`config.mk`:
```
export PLATFORM = sky130hd
export DESIGN_NAME = dcache_arb_flat
export DESIGN_NICKNAME = d
export VERILOG_FILES = /design/src/rtl/dcache_arb_if.sv /design/src/rtl/dcache_arb.sv /design/src/flat_wrapper.sv
export SDC_FILE = /design/constraint.sdc
export NUM_CORES = 1
export LEC_CHECK = 0
export ABC_CLOCK_PERIOD_IN_PS = 2450
export BUFFER_PORTS_ARGS = -buffer_cell sky130_fd_sc_hd__buf_2
export CORE_AREA = 2 2 151 153
export DETAILED_ROUTE_END_ITERATION = 12
export DIE_AREA = 0 0 153 155
export GPL_TIMING_DRIVEN = 0
export PLACE_DENSITY_LB_ADDON = 0.25
export SETUP_SLACK_MARGIN = 0.5
export SYNTH_ARGS = -nofsm -noshare
export SYNTH_HDL_FRONTEND = slang
export SYNTH_SLANG_ARGS = --single-unit
export TNS_END_PERCENT = 50
```
`constraint.sdc`:
```
create_clock -name clk -period 2.45 [get_ports clk]
set_clock_uncertainty 0.2 [all_clocks]
set_input_delay 0.1225 -clock clk [delete_from_list [all_inputs] [get_ports clk]]
set_output_delay 0.1225 -clock clk [all_outputs]
set_load 0.03 [all_outputs]
```
`src/rtl/dcache_arb_if.sv`:
```
// dcache_arb_if: both master request/response bundles plus the downstream memory port.
interface dcache_arb_if;
  logic [31:0] m0_addr_i, m0_data_wr_i, m1_addr_i, m1_data_wr_i;
  logic        m0_rd_i, m0_cacheable_i, m0_invalidate_i, m0_writeback_i, m0_flush_i;
  logic        m1_rd_i, m1_cacheable_i, m1_invalidate_i, m1_writeback_i, m1_flush_i;
  logic [3:0]  m0_wr_i, m1_wr_i;
  logic [10:0] m0_req_tag_i, m1_req_tag_i;
  logic        m0_accept_o, m0_ack_o, m0_error_o, m1_accept_o, m1_ack_o, m1_error_o;
  logic [31:0] m0_data_rd_o, m1_data_rd_o;
  logic [10:0] m0_resp_tag_o, m1_resp_tag_o;
  logic [31:0] mem_addr_o, mem_data_wr_o;
  logic        mem_rd_o, mem_cacheable_o, mem_invalidate_o, mem_writeback_o, mem_flush_o;
  logic [3:0]  mem_wr_o;
  logic [10:0] mem_req_tag_o;
  logic        mem_accept_i, mem_ack_i, mem_error_i;
  logic [31:0] mem_data_rd_i;
  logic [10:0] mem_resp_tag_i;
  logic        busy_o, spurious_ack_o;
  modport slave (
    input  m0_addr_i, m0_data_wr_i, m1_addr_i, m1_data_wr_i,
           m0_rd_i, m0_cacheable_i, m0_invalidate_i, m0_writeback_i, m0_flush_i,
           m1_rd_i, m1_cacheable_i, m1_invalidate_i, m1_writeback_i, m1_flush_i,
           m0_wr_i, m1_wr_i, m0_req_tag_i, m1_req_tag_i,
           mem_accept_i, mem_ack_i, mem_error_i, mem_data_rd_i, mem_resp_tag_i,
    output m0_accept_o, m0_ack_o, m0_error_o, m1_accept_o, m1_ack_o, m1_error_o,
           m0_data_rd_o, m1_data_rd_o, m0_resp_tag_o, m1_resp_tag_o,
           mem_addr_o, mem_data_wr_o, mem_rd_o, mem_cacheable_o, mem_invalidate_o,
           mem_writeback_o, mem_flush_o, mem_wr_o, mem_req_tag_o, busy_o, spurious_ack_o
  );
  modport master (
    output m0_addr_i, m0_data_wr_i, m1_addr_i, m1_data_wr_i,
           m0_rd_i, m0_cacheable_i, m0_invalidate_i, m0_writeback_i, m0_flush_i,
           m1_rd_i, m1_cacheable_i, m1_invalidate_i, m1_writeback_i, m1_flush_i,
           m0_wr_i, m1_wr_i, m0_req_tag_i, m1_req_tag_i,
           mem_accept_i, mem_ack_i, mem_error_i, mem_data_rd_i, mem_resp_tag_i,
    input  m0_accept_o, m0_ack_o, m0_error_o, m1_accept_o, m1_ack_o, m1_error_o,
           m0_data_rd_o, m1_data_rd_o, m0_resp_tag_o, m1_resp_tag_o,
           mem_addr_o, mem_data_wr_o, mem_rd_o, mem_cacheable_o, mem_invalidate_o,
           mem_writeback_o, mem_flush_o, mem_wr_o, mem_req_tag_o, busy_o, spurious_ack_o
  );
endinterface

```
`src/rtl/dcache_arb.sv`:
```
// dcache_arb: shares one data-cache memory port between two masters, routing in-order acks
// back to the issuer through an ID FIFO.
module dcache_arb #(
  parameter int OUTSTANDING = 4,
  parameter bit FIXED_PRIO  = 1'b0
) (
  input logic clk,
  input logic rst,
  dcache_arb_if.slave bus
);
  localparam int PW = $clog2(OUTSTANDING);
  logic [1:0] req;
  logic sel, full, acc, fire, pop, head, empty, fwd;
  logic lock_q, lock_d, lock_id_q, lock_id_d, last_q, last_d, spur_q, spur_d;
  logic [PW:0] count_q, count_d;
  logic [PW-1:0] wr_ptr_q, rd_ptr_q;
  logic [OUTSTANDING-1:0] ids_q;
  assign req[0] = bus.m0_rd_i | (|bus.m0_wr_i) | bus.m0_flush_i | bus.m0_invalidate_i | bus.m0_writeback_i;
  assign req[1] = bus.m1_rd_i | (|bus.m1_wr_i) | bus.m1_flush_i | bus.m1_invalidate_i | bus.m1_writeback_i;
  // With no requester (or both) the tie rule applies, so the idle grant is deterministic.
  assign sel   = lock_q ? lock_id_q : (req[0] ^ req[1]) ? req[1] : (FIXED_PRIO ? 1'b0 : ~last_q);
  assign full  = count_q == (PW+1)'(OUTSTANDING);
  assign empty = count_q == '0;
  assign acc   = bus.mem_accept_i & ~full;
  assign fire  = req[sel] & acc;
  assign pop   = bus.mem_ack_i & ~empty;
  assign head  = ids_q[rd_ptr_q];
  assign fwd   = ~full & (|req);
  assign bus.mem_addr_o        = sel ? bus.m1_addr_i : bus.m0_addr_i;
  assign bus.mem_data_wr_o     = sel ? bus.m1_data_wr_i : bus.m0_data_wr_i;
  assign bus.mem_req_tag_o     = sel ? bus.m1_req_tag_i : bus.m0_req_tag_i;
  assign bus.mem_cacheable_o   = sel ? bus.m1_cacheable_i : bus.m0_cacheable_i;
  assign bus.mem_rd_o          = fwd & (sel ? bus.m1_rd_i : bus.m0_rd_i);
  assign bus.mem_wr_o          = fwd ? (sel ? bus.m1_wr_i : bus.m0_wr_i) : 4'b0;
  assign bus.mem_invalidate_o  = fwd & (sel ? bus.m1_invalidate_i : bus.m0_invalidate_i);
  assign bus.mem_writeback_o   = fwd & (sel ? bus.m1_writeback_i : bus.m0_writeback_i);
  assign bus.mem_flush_o       = fwd & (sel ? bus.m1_flush_i : bus.m0_flush_i);
  assign bus.m0_accept_o       = acc & ~sel;
  assign bus.m1_accept_o       = acc & sel;
  assign bus.m0_ack_o          = pop & ~head;
  assign bus.m1_ack_o          = pop & head;
  assign bus.m0_error_o        = bus.mem_error_i & ~empty & ~head;
  assign bus.m1_error_o        = bus.mem_error_i & ~empty & head;
  assign bus.m0_data_rd_o      = bus.mem_data_rd_i;
  assign bus.m1_data_rd_o      = bus.mem_data_rd_i;
  assign bus.m0_resp_tag_o     = bus.mem_resp_tag_i;
  assign bus.m1_resp_tag_o     = bus.mem_resp_tag_i;
  assign bus.busy_o            = ~empty;
  assign bus.spurious_ack_o    = spur_q;
  always_comb begin
    lock_d    = fire ? 1'b0 : (req[sel] & ~acc) ? 1'b1 : lock_q;
    lock_id_d = lock_q ? lock_id_q : sel;
    last_d    = fire ? sel : last_q;
    count_d   = count_q + (PW+1)'(fire) - (PW+1)'(pop);
    spur_d    = spur_q | (bus.mem_ack_i & empty);
  end
  always_ff @(posedge clk or posedge rst) begin
    if (rst) begin
      lock_q    <= 1'b0;
      lock_id_q <= 1'b0;
      last_q    <= 1'b1;
      spur_q    <= 1'b0;
      count_q   <= '0;
      wr_ptr_q  <= '0;
      rd_ptr_q  <= '0;
      ids_q     <= '0;
    end else begin
      lock_q    <= lock_d;
      lock_id_q <= lock_id_d;
      last_q    <= last_d;
      spur_q    <= spur_d;
      count_q   <= count_d;
      if (fire) begin
        ids_q[wr_ptr_q] <= sel;
        wr_ptr_q        <= wr_ptr_q + PW'(1);
      end
      if (pop) rd_ptr_q <= rd_ptr_q + PW'(1);
    end
  end
endmodule

```
`src/flat_wrapper.sv`:
```
// flat-port wrapper written by rule: the top's interface ports become plain ports
module dcache_arb_flat 
#(
  parameter int OUTSTANDING = 4,
  parameter bit FIXED_PRIO  = 1'b0
)
  (clk, rst, bus_m0_addr_i, bus_m0_data_wr_i, bus_m1_addr_i, bus_m1_data_wr_i, bus_m0_rd_i, bus_m0_cacheable_i, bus_m0_invalidate_i, bus_m0_writeback_i, bus_m0_flush_i, bus_m1_rd_i, bus_m1_cacheable_i, bus_m1_invalidate_i, bus_m1_writeback_i, bus_m1_flush_i, bus_m0_wr_i, bus_m1_wr_i, bus_m0_req_tag_i, bus_m1_req_tag_i, bus_mem_accept_i, bus_mem_ack_i, bus_mem_error_i, bus_mem_data_rd_i, bus_mem_resp_tag_i, bus_m0_accept_o, bus_m0_ack_o, bus_m0_error_o, bus_m1_accept_o, bus_m1_ack_o, bus_m1_error_o, bus_m0_data_rd_o, bus_m1_data_rd_o, bus_m0_resp_tag_o, bus_m1_resp_tag_o, bus_mem_addr_o, bus_mem_data_wr_o, bus_mem_rd_o, bus_mem_cacheable_o, bus_mem_invalidate_o, bus_mem_writeback_o, bus_mem_flush_o, bus_mem_wr_o, bus_mem_req_tag_o, bus_busy_o, bus_spurious_ack_o);
  dcache_arb_if bus_i ();
  input logic clk;
  input logic rst;
  input wire logic [$bits(bus_i.m0_addr_i)-1:0] bus_m0_addr_i;
  input wire logic [$bits(bus_i.m0_data_wr_i)-1:0] bus_m0_data_wr_i;
  input wire logic [$bits(bus_i.m1_addr_i)-1:0] bus_m1_addr_i;
  input wire logic [$bits(bus_i.m1_data_wr_i)-1:0] bus_m1_data_wr_i;
  input wire logic [$bits(bus_i.m0_rd_i)-1:0] bus_m0_rd_i;
  input wire logic [$bits(bus_i.m0_cacheable_i)-1:0] bus_m0_cacheable_i;
  input wire logic [$bits(bus_i.m0_invalidate_i)-1:0] bus_m0_invalidate_i;
  input wire logic [$bits(bus_i.m0_writeback_i)-1:0] bus_m0_writeback_i;
  input wire logic [$bits(bus_i.m0_flush_i)-1:0] bus_m0_flush_i;
  input wire logic [$bits(bus_i.m1_rd_i)-1:0] bus_m1_rd_i;
  input wire logic [$bits(bus_i.m1_cacheable_i)-1:0] bus_m1_cacheable_i;
  input wire logic [$bits(bus_i.m1_invalidate_i)-1:0] bus_m1_invalidate_i;
  input wire logic [$bits(bus_i.m1_writeback_i)-1:0] bus_m1_writeback_i;
  input wire logic [$bits(bus_i.m1_flush_i)-1:0] bus_m1_flush_i;
  input wire logic [$bits(bus_i.m0_wr_i)-1:0] bus_m0_wr_i;
  input wire logic [$bits(bus_i.m1_wr_i)-1:0] bus_m1_wr_i;
  input wire logic [$bits(bus_i.m0_req_tag_i)-1:0] bus_m0_req_tag_i;
  input wire logic [$bits(bus_i.m1_req_tag_i)-1:0] bus_m1_req_tag_i;
  input wire logic [$bits(bus_i.mem_accept_i)-1:0] bus_mem_accept_i;
  input wire logic [$bits(bus_i.mem_ack_i)-1:0] bus_mem_ack_i;
  input wire logic [$bits(bus_i.mem_error_i)-1:0] bus_mem_error_i;
  input wire logic [$bits(bus_i.mem_data_rd_i)-1:0] bus_mem_data_rd_i;
  input wire logic [$bits(bus_i.mem_resp_tag_i)-1:0] bus_mem_resp_tag_i;
  output wire logic [$bits(bus_i.m0_accept_o)-1:0] bus_m0_accept_o;
  output wire logic [$bits(bus_i.m0_ack_o)-1:0] bus_m0_ack_o;
  output wire logic [$bits(bus_i.m0_error_o)-1:0] bus_m0_error_o;
  output wire logic [$bits(bus_i.m1_accept_o)-1:0] bus_m1_accept_o;
  output wire logic [$bits(bus_i.m1_ack_o)-1:0] bus_m1_ack_o;
  output wire logic [$bits(bus_i.m1_error_o)-1:0] bus_m1_error_o;
  output wire logic [$bits(bus_i.m0_data_rd_o)-1:0] bus_m0_data_rd_o;
  output wire logic [$bits(bus_i.m1_data_rd_o)-1:0] bus_m1_data_rd_o;
  output wire logic [$bits(bus_i.m0_resp_tag_o)-1:0] bus_m0_resp_tag_o;
  output wire logic [$bits(bus_i.m1_resp_tag_o)-1:0] bus_m1_resp_tag_o;
  output wire logic [$bits(bus_i.mem_addr_o)-1:0] bus_mem_addr_o;
  output wire logic [$bits(bus_i.mem_data_wr_o)-1:0] bus_mem_data_wr_o;
  output wire logic [$bits(bus_i.mem_rd_o)-1:0] bus_mem_rd_o;
  output wire logic [$bits(bus_i.mem_cacheable_o)-1:0] bus_mem_cacheable_o;
  output wire logic [$bits(bus_i.mem_invalidate_o)-1:0] bus_mem_invalidate_o;
  output wire logic [$bits(bus_i.mem_writeback_o)-1:0] bus_mem_writeback_o;
  output wire logic [$bits(bus_i.mem_flush_o)-1:0] bus_mem_flush_o;
  output wire logic [$bits(bus_i.mem_wr_o)-1:0] bus_mem_wr_o;
  output wire logic [$bits(bus_i.mem_req_tag_o)-1:0] bus_mem_req_tag_o;
  output wire logic [$bits(bus_i.busy_o)-1:0] bus_busy_o;
  output wire logic [$bits(bus_i.spurious_ack_o)-1:0] bus_spurious_ack_o;
  assign bus_i.m0_addr_i = bus_m0_addr_i;
  assign bus_i.m0_data_wr_i = bus_m0_data_wr_i;
  assign bus_i.m1_addr_i = bus_m1_addr_i;
  assign bus_i.m1_data_wr_i = bus_m1_data_wr_i;
  assign bus_i.m0_rd_i = bus_m0_rd_i;
  assign bus_i.m0_cacheable_i = bus_m0_cacheable_i;
  assign bus_i.m0_invalidate_i = bus_m0_invalidate_i;
  assign bus_i.m0_writeback_i = bus_m0_writeback_i;
  assign bus_i.m0_flush_i = bus_m0_flush_i;
  assign bus_i.m1_rd_i = bus_m1_rd_i;
  assign bus_i.m1_cacheable_i = bus_m1_cacheable_i;
  assign bus_i.m1_invalidate_i = bus_m1_invalidate_i;
  assign bus_i.m1_writeback_i = bus_m1_writeback_i;
  assign bus_i.m1_flush_i = bus_m1_flush_i;
  assign bus_i.m0_wr_i = bus_m0_wr_i;
  assign bus_i.m1_wr_i = bus_m1_wr_i;
  assign bus_i.m0_req_tag_i = bus_m0_req_tag_i;
  assign bus_i.m1_req_tag_i = bus_m1_req_tag_i;
  assign bus_i.mem_accept_i = bus_mem_accept_i;
  assign bus_i.mem_ack_i = bus_mem_ack_i;
  assign bus_i.mem_error_i = bus_mem_error_i;
  assign bus_i.mem_data_rd_i = bus_mem_data_rd_i;
  assign bus_i.mem_resp_tag_i = bus_mem_resp_tag_i;
  assign bus_m0_accept_o = bus_i.m0_accept_o;
  assign bus_m0_ack_o = bus_i.m0_ack_o;
  assign bus_m0_error_o = bus_i.m0_error_o;
  assign bus_m1_accept_o = bus_i.m1_accept_o;
  assign bus_m1_ack_o = bus_i.m1_ack_o;
  assign bus_m1_error_o = bus_i.m1_error_o;
  assign bus_m0_data_rd_o = bus_i.m0_data_rd_o;
  assign bus_m1_data_rd_o = bus_i.m1_data_rd_o;
  assign bus_m0_resp_tag_o = bus_i.m0_resp_tag_o;
  assign bus_m1_resp_tag_o = bus_i.m1_resp_tag_o;
  assign bus_mem_addr_o = bus_i.mem_addr_o;
  assign bus_mem_data_wr_o = bus_i.mem_data_wr_o;
  assign bus_mem_rd_o = bus_i.mem_rd_o;
  assign bus_mem_cacheable_o = bus_i.mem_cacheable_o;
  assign bus_mem_invalidate_o = bus_i.mem_invalidate_o;
  assign bus_mem_writeback_o = bus_i.mem_writeback_o;
  assign bus_mem_flush_o = bus_i.mem_flush_o;
  assign bus_mem_wr_o = bus_i.mem_wr_o;
  assign bus_mem_req_tag_o = bus_i.mem_req_tag_o;
  assign bus_busy_o = bus_i.busy_o;
  assign bus_spurious_ack_o = bus_i.spurious_ack_o;
  dcache_arb #(.OUTSTANDING(OUTSTANDING), .FIXED_PRIO(FIXED_PRIO)) u_core (.clk(clk), .rst(rst), .bus(bus_i));
endmodule
```
==> results.txt <==
----------------------------------------------------
[Outcome]
  Run status ... finished, violations left
  Violations in the final reports ... setup timing

[Global route]
  Wire length of the first global-routing pass ... 22.5 mm
  Largest net degree at the start of global routing ... 16
  Global route total overflow ... 0
  Initial antenna violation count ... 2
  Total Routing Usage GR ... 12.7%
  Number of global-route vias before repair ... roughly 3400

[Finish]
  Area added between synthesis and finish ... 111%
  Sequential cell area ... between 300 and 400 µm²
  Ratio of cells with drive above 1 in the final layout ... 87.4%
  Number of antenna cells inserted ... 0
  Fill cell total of the finished layout ... 2365
  Area of the multi-input gates ... 0.00197 mm²
  Final net count ... between 800 and 900

[Synthesis]
  Xor and xnor area share after synthesis ... between 1.5 and 2%
  Distinct cells, synth ... 37
  Simple-gate share of the synthesized area ... 8.61%
  Post-synth EDFFs ... 0
  Post-synthesis sequential element count ... 15
  Register area share after synthesis ... 12.5%
  Fraction of the mapped netlist area in adder cells ... 3.15%
  Netlist area before placement ... between 0.003 and 0.004 mm²
  Ys flop type ... sky130_fd_sc_hd__dfrtp_1
  Largest family of logic cells by synthesized area ... multiplexers
  Number of cells produced by synthesis ... about 290
  Syn avg cell area ... 10.3 µm²
  Share of flip-flops with an asynchronous set or reset ... 100%
  Synthesized net count ... 516
  Synthesized-area fraction occupied by ao, oa, aoi and oai cells ... 5.63%
  Share of synthesized area spent on multiplexers ... between 30% and 40%
  Synthesis warning total ... 0

[Die]
  Total I/O pin count ... between 300 and 400
  Full die area ... between 0.02 and 0.025 mm²
  Std-Cell Rows ... 55
  Placeable core area ... 0.0222 mm²
  Width of the die ... 153 µm
  Effective utilization at floorplan ... 13.6%
  Die height ... 155 µm

[Worst setup path]
  Setup slack on the worst flop-to-flop path ... -400 ps
  Slowest library cell on the worst path ... sky130_fd_sc_hd__or4_4
  Crit path largest cell delay ... 560 ps
  Critical-path cell list ... buf_6 -> or4_4 -> nor2_4 -> ha_4 -> a311o_1 -> buf_6 -> and2_4 -> buf_16 -> buf_12 -> buf_12 -> mux2_4 -> buf_6
  Largest driver fanout on the critical path ... 7
  Worst setup SP type ... input port
  Crit path DAT ... 2640 ps
  WS Path Type ... input port to primary output
  Sort of element at the end of the critical path ... primary output
  Most numerous cell on the critical path ... sky130_fd_sc_hd__buf_6
  CP required ... 2130 ps
  Crit-path leading delay family ... simple AND/OR/NAND/NOR gates
  CP bufs+invs ... 6

[Clocking]
  H-Tree Level Count ... 1
  Clock latency on the worst-skew pair ... 250 ps
  Worst-case clock buffer depth ... 2
  Total clock buffers created by CTS ... 3
  Clock transition at the register clock pins on the worst setup and hold paths after CTS ... 50 ps
  Clock tree from TritonCTS ... built
  Root buffer selected by CTS ... sky130_fd_sc_hd__clkbuf_16
  Clock net sink count ... 15

[Timing]
  Fmax ... 0.337 GHz
  Post-route clock period utilization ... 121%
  Worst slew pin tran ... 587 ps
  Hold Fails Final Rpt ... 0
  Minimum clock period after layout ... 2970 ps
  Rel. slew slack ... 60.8%
  RSZ-0062 raised after global routing ... yes
  Setup WS post-layout ... -517 ps
  Final number of max-transition violations ... 0
  Post-route setup TNS ... -36100 ps
  Final-report setup violation count ... 92

[Drt]
  Avg Vias per Cell ... 3.61
  Detailed-route wire length per cell ... ~17 µm
  Final wirelength ... around 17 mm
  Initial DRC Count ... 110
  Detailed-route DRC error count ... 0
  Number of detailed-route iterations in the first pass ... 4
  Via total after detailed routing ... approximately 3400
  Number of nets still failing antenna checks after routing ... 0

[Place]
  Total half-perimeter wirelength after legalization and detailed placement ... around 14 mm
  Number of I/O port buffers ... 350
  Final RePlAce weighted congestion ... roughly 0.77

[Pwr]
  Power per unit of standard cell area ... 1140 mW/mm²
  Static Leakage ... 3.44 nW
  VDD IR-drop max ... 0.616 mV
  Total Power Consumption ... 7.27 mW

[Job]
  Max-Cap Viols ... 0

[Min path]
  Type of the worst min-delay path ... input port to flop

----------------------------------------------------
[path summary, 6_finish.rpt]
| check | start | cells past startpoint | endpoint |
|---|---|---|---|
| worst max-delay path | bus_m0_wr_i[0] | 12 | bus_mem_addr_o[0] |
| worst min-delay path | bus_mem_ack_i | 3 | u_core.rd_ptr_q[0] |
| worst max register to register | u_core.count_q[2] | 10 | u_core.count_q[2] |
| worst min register to register | u_core.rd_ptr_q[1] | 1 | u_core.rd_ptr_q[1] |
| max in group asynchronous | rst | 3 | u_core.lock_q |
| min in group asynchronous | rst | 3 | u_core.count_q[1] |
[metal layers]
| metal | GRT usage [%] | share of wire [%] | wire length (µm) | vias to the layer above |
|---|---|---|---|---|
| met5 | 0 | 0.14 | 23 | - |
| met4 | 2.51 | 1.6 | 263 | 4 |
| met3 | 4.35 | 9.5 | 1570 | 14 |
| met2 | 20.2 | 47 | 7730 | 164 |
| met1 | 16.7 | 42 | 6990 | 1568 |
| li1 | - | - | - | 1685 |
[final cells by class]
type / count / area share (%)
multi-input cells: 168 / 31.0
well taps: 285 / 5.60
inverters: 9 / 0.570
flip-flops and latches: 15 / 5.92
clock buffers: 4 / 1.24
plain buffers: 101 / 13.7
repair buffers: 369 / 42.0
[cell usage after synthesis, types with 4 or more instances]
cell type | n | area (µm²)
sky130_fd_sc_hd__buf_4 | 87 | 653
sky130_fd_sc_hd__mux2_4 | 75 | 1130
sky130_fd_sc_hd__o21ai_0 | 18 | 90.1
sky130_fd_sc_hd__dfrtp_1 | 14 | 350
sky130_fd_sc_hd__nand2_1 | 13 | 48.8
sky130_fd_sc_hd__inv_1 | 9 | 33.8
sky130_fd_sc_hd__buf_12 | 8 | 160
sky130_fd_sc_hd__nand4_1 | 8 | 50.1
sky130_fd_sc_hd__ha_1 | 6 | 75.1
sky130_fd_sc_hd__nor2_1 | 6 | 22.5
sky130_fd_sc_hd__nand3_1 | 5 | 25.0
sky130_fd_sc_hd__xnor2_1 | 5 | 43.8
sky130_fd_sc_hd__a31oi_1 | 4 | 25.0
sky130_fd_sc_hd__clkbuf_1 | 4 | 15.0
[worst min-delay path, stage by stage]
cell	delay, ps
sky130_fd_sc_hd__buf_2	110
sky130_fd_sc_hd__nand2_2	110
sky130_fd_sc_hd__xnor2_1	70
[flip-flops by register name, summed over array words and instances, names as in the netlist]
name	flops
u_core.bus.spurious_ack_o	1
u_core.count_q	3
u_core.ids_q	4
u_core.last_q	1
u_core.lock_id_q	1
u_core.lock_q	1
u_core.rd_ptr_q	2
u_core.wr_ptr_q	2
[repair_timing]
item                       in CTS  in global routing
setup endpoints to repair      99                101
cloned                          6                  3
hold buffers                    2                  0
hold endpoints to repair       16                  0
pin swaps                       5                 11
resized for setup             194                 20
setup buffers                   5                  3
[cell families (layout without fill, tap and decap cells)]
group	after synthesis	after routing
xor+xnor	6	6
flops	15	15
compound gates	29	29
simple gates	47	47
buf+inv	110	483
fa+ha+maj	7	7
mux	79	79
[cell usage in the layout (no fill, tap or decap), drive strengths merged, types with 4 or more instances in the layout]
master and count:
clkbuf 11, nor2 7, inv 9, mux2 78
o21ai 18, nand3 5, a31oi 4, ha 6
dfrtp 14, buf 461, nand4 8, xnor2 5
nand2 13
[through the flow]
step / cells / util, % / cell area [µm²] / hold WS (ps) / setup slack [ps]
after floorplan: 293 / - / 3170 / -177 / -566
after global placement: 928 / 23.7 / 5280 / 35.1 / -949
after detailed placement: 928 / 23.7 / 5280 / 34.4 / -983
after CTS: 945 / 27.9 / 6190 / 11.8 / -507
after global routing: 951 / 28.6 / 6360 / 39.9 / -582
final: 951 / 28.6 / 6360 / 14.2 / -517
[power breakdown]
| part | switching [mW] | total [mW] | internal [mW] |
|---|---|---|---|
| clock network | 0.0998 | 0.320 | 0.220 |
| logic | 3.16 | 6.46 | 3.30 |
| registers | 0.115 | 0.485 | 0.371 |
No activity file was read; power rests on OpenSTA's default activity.
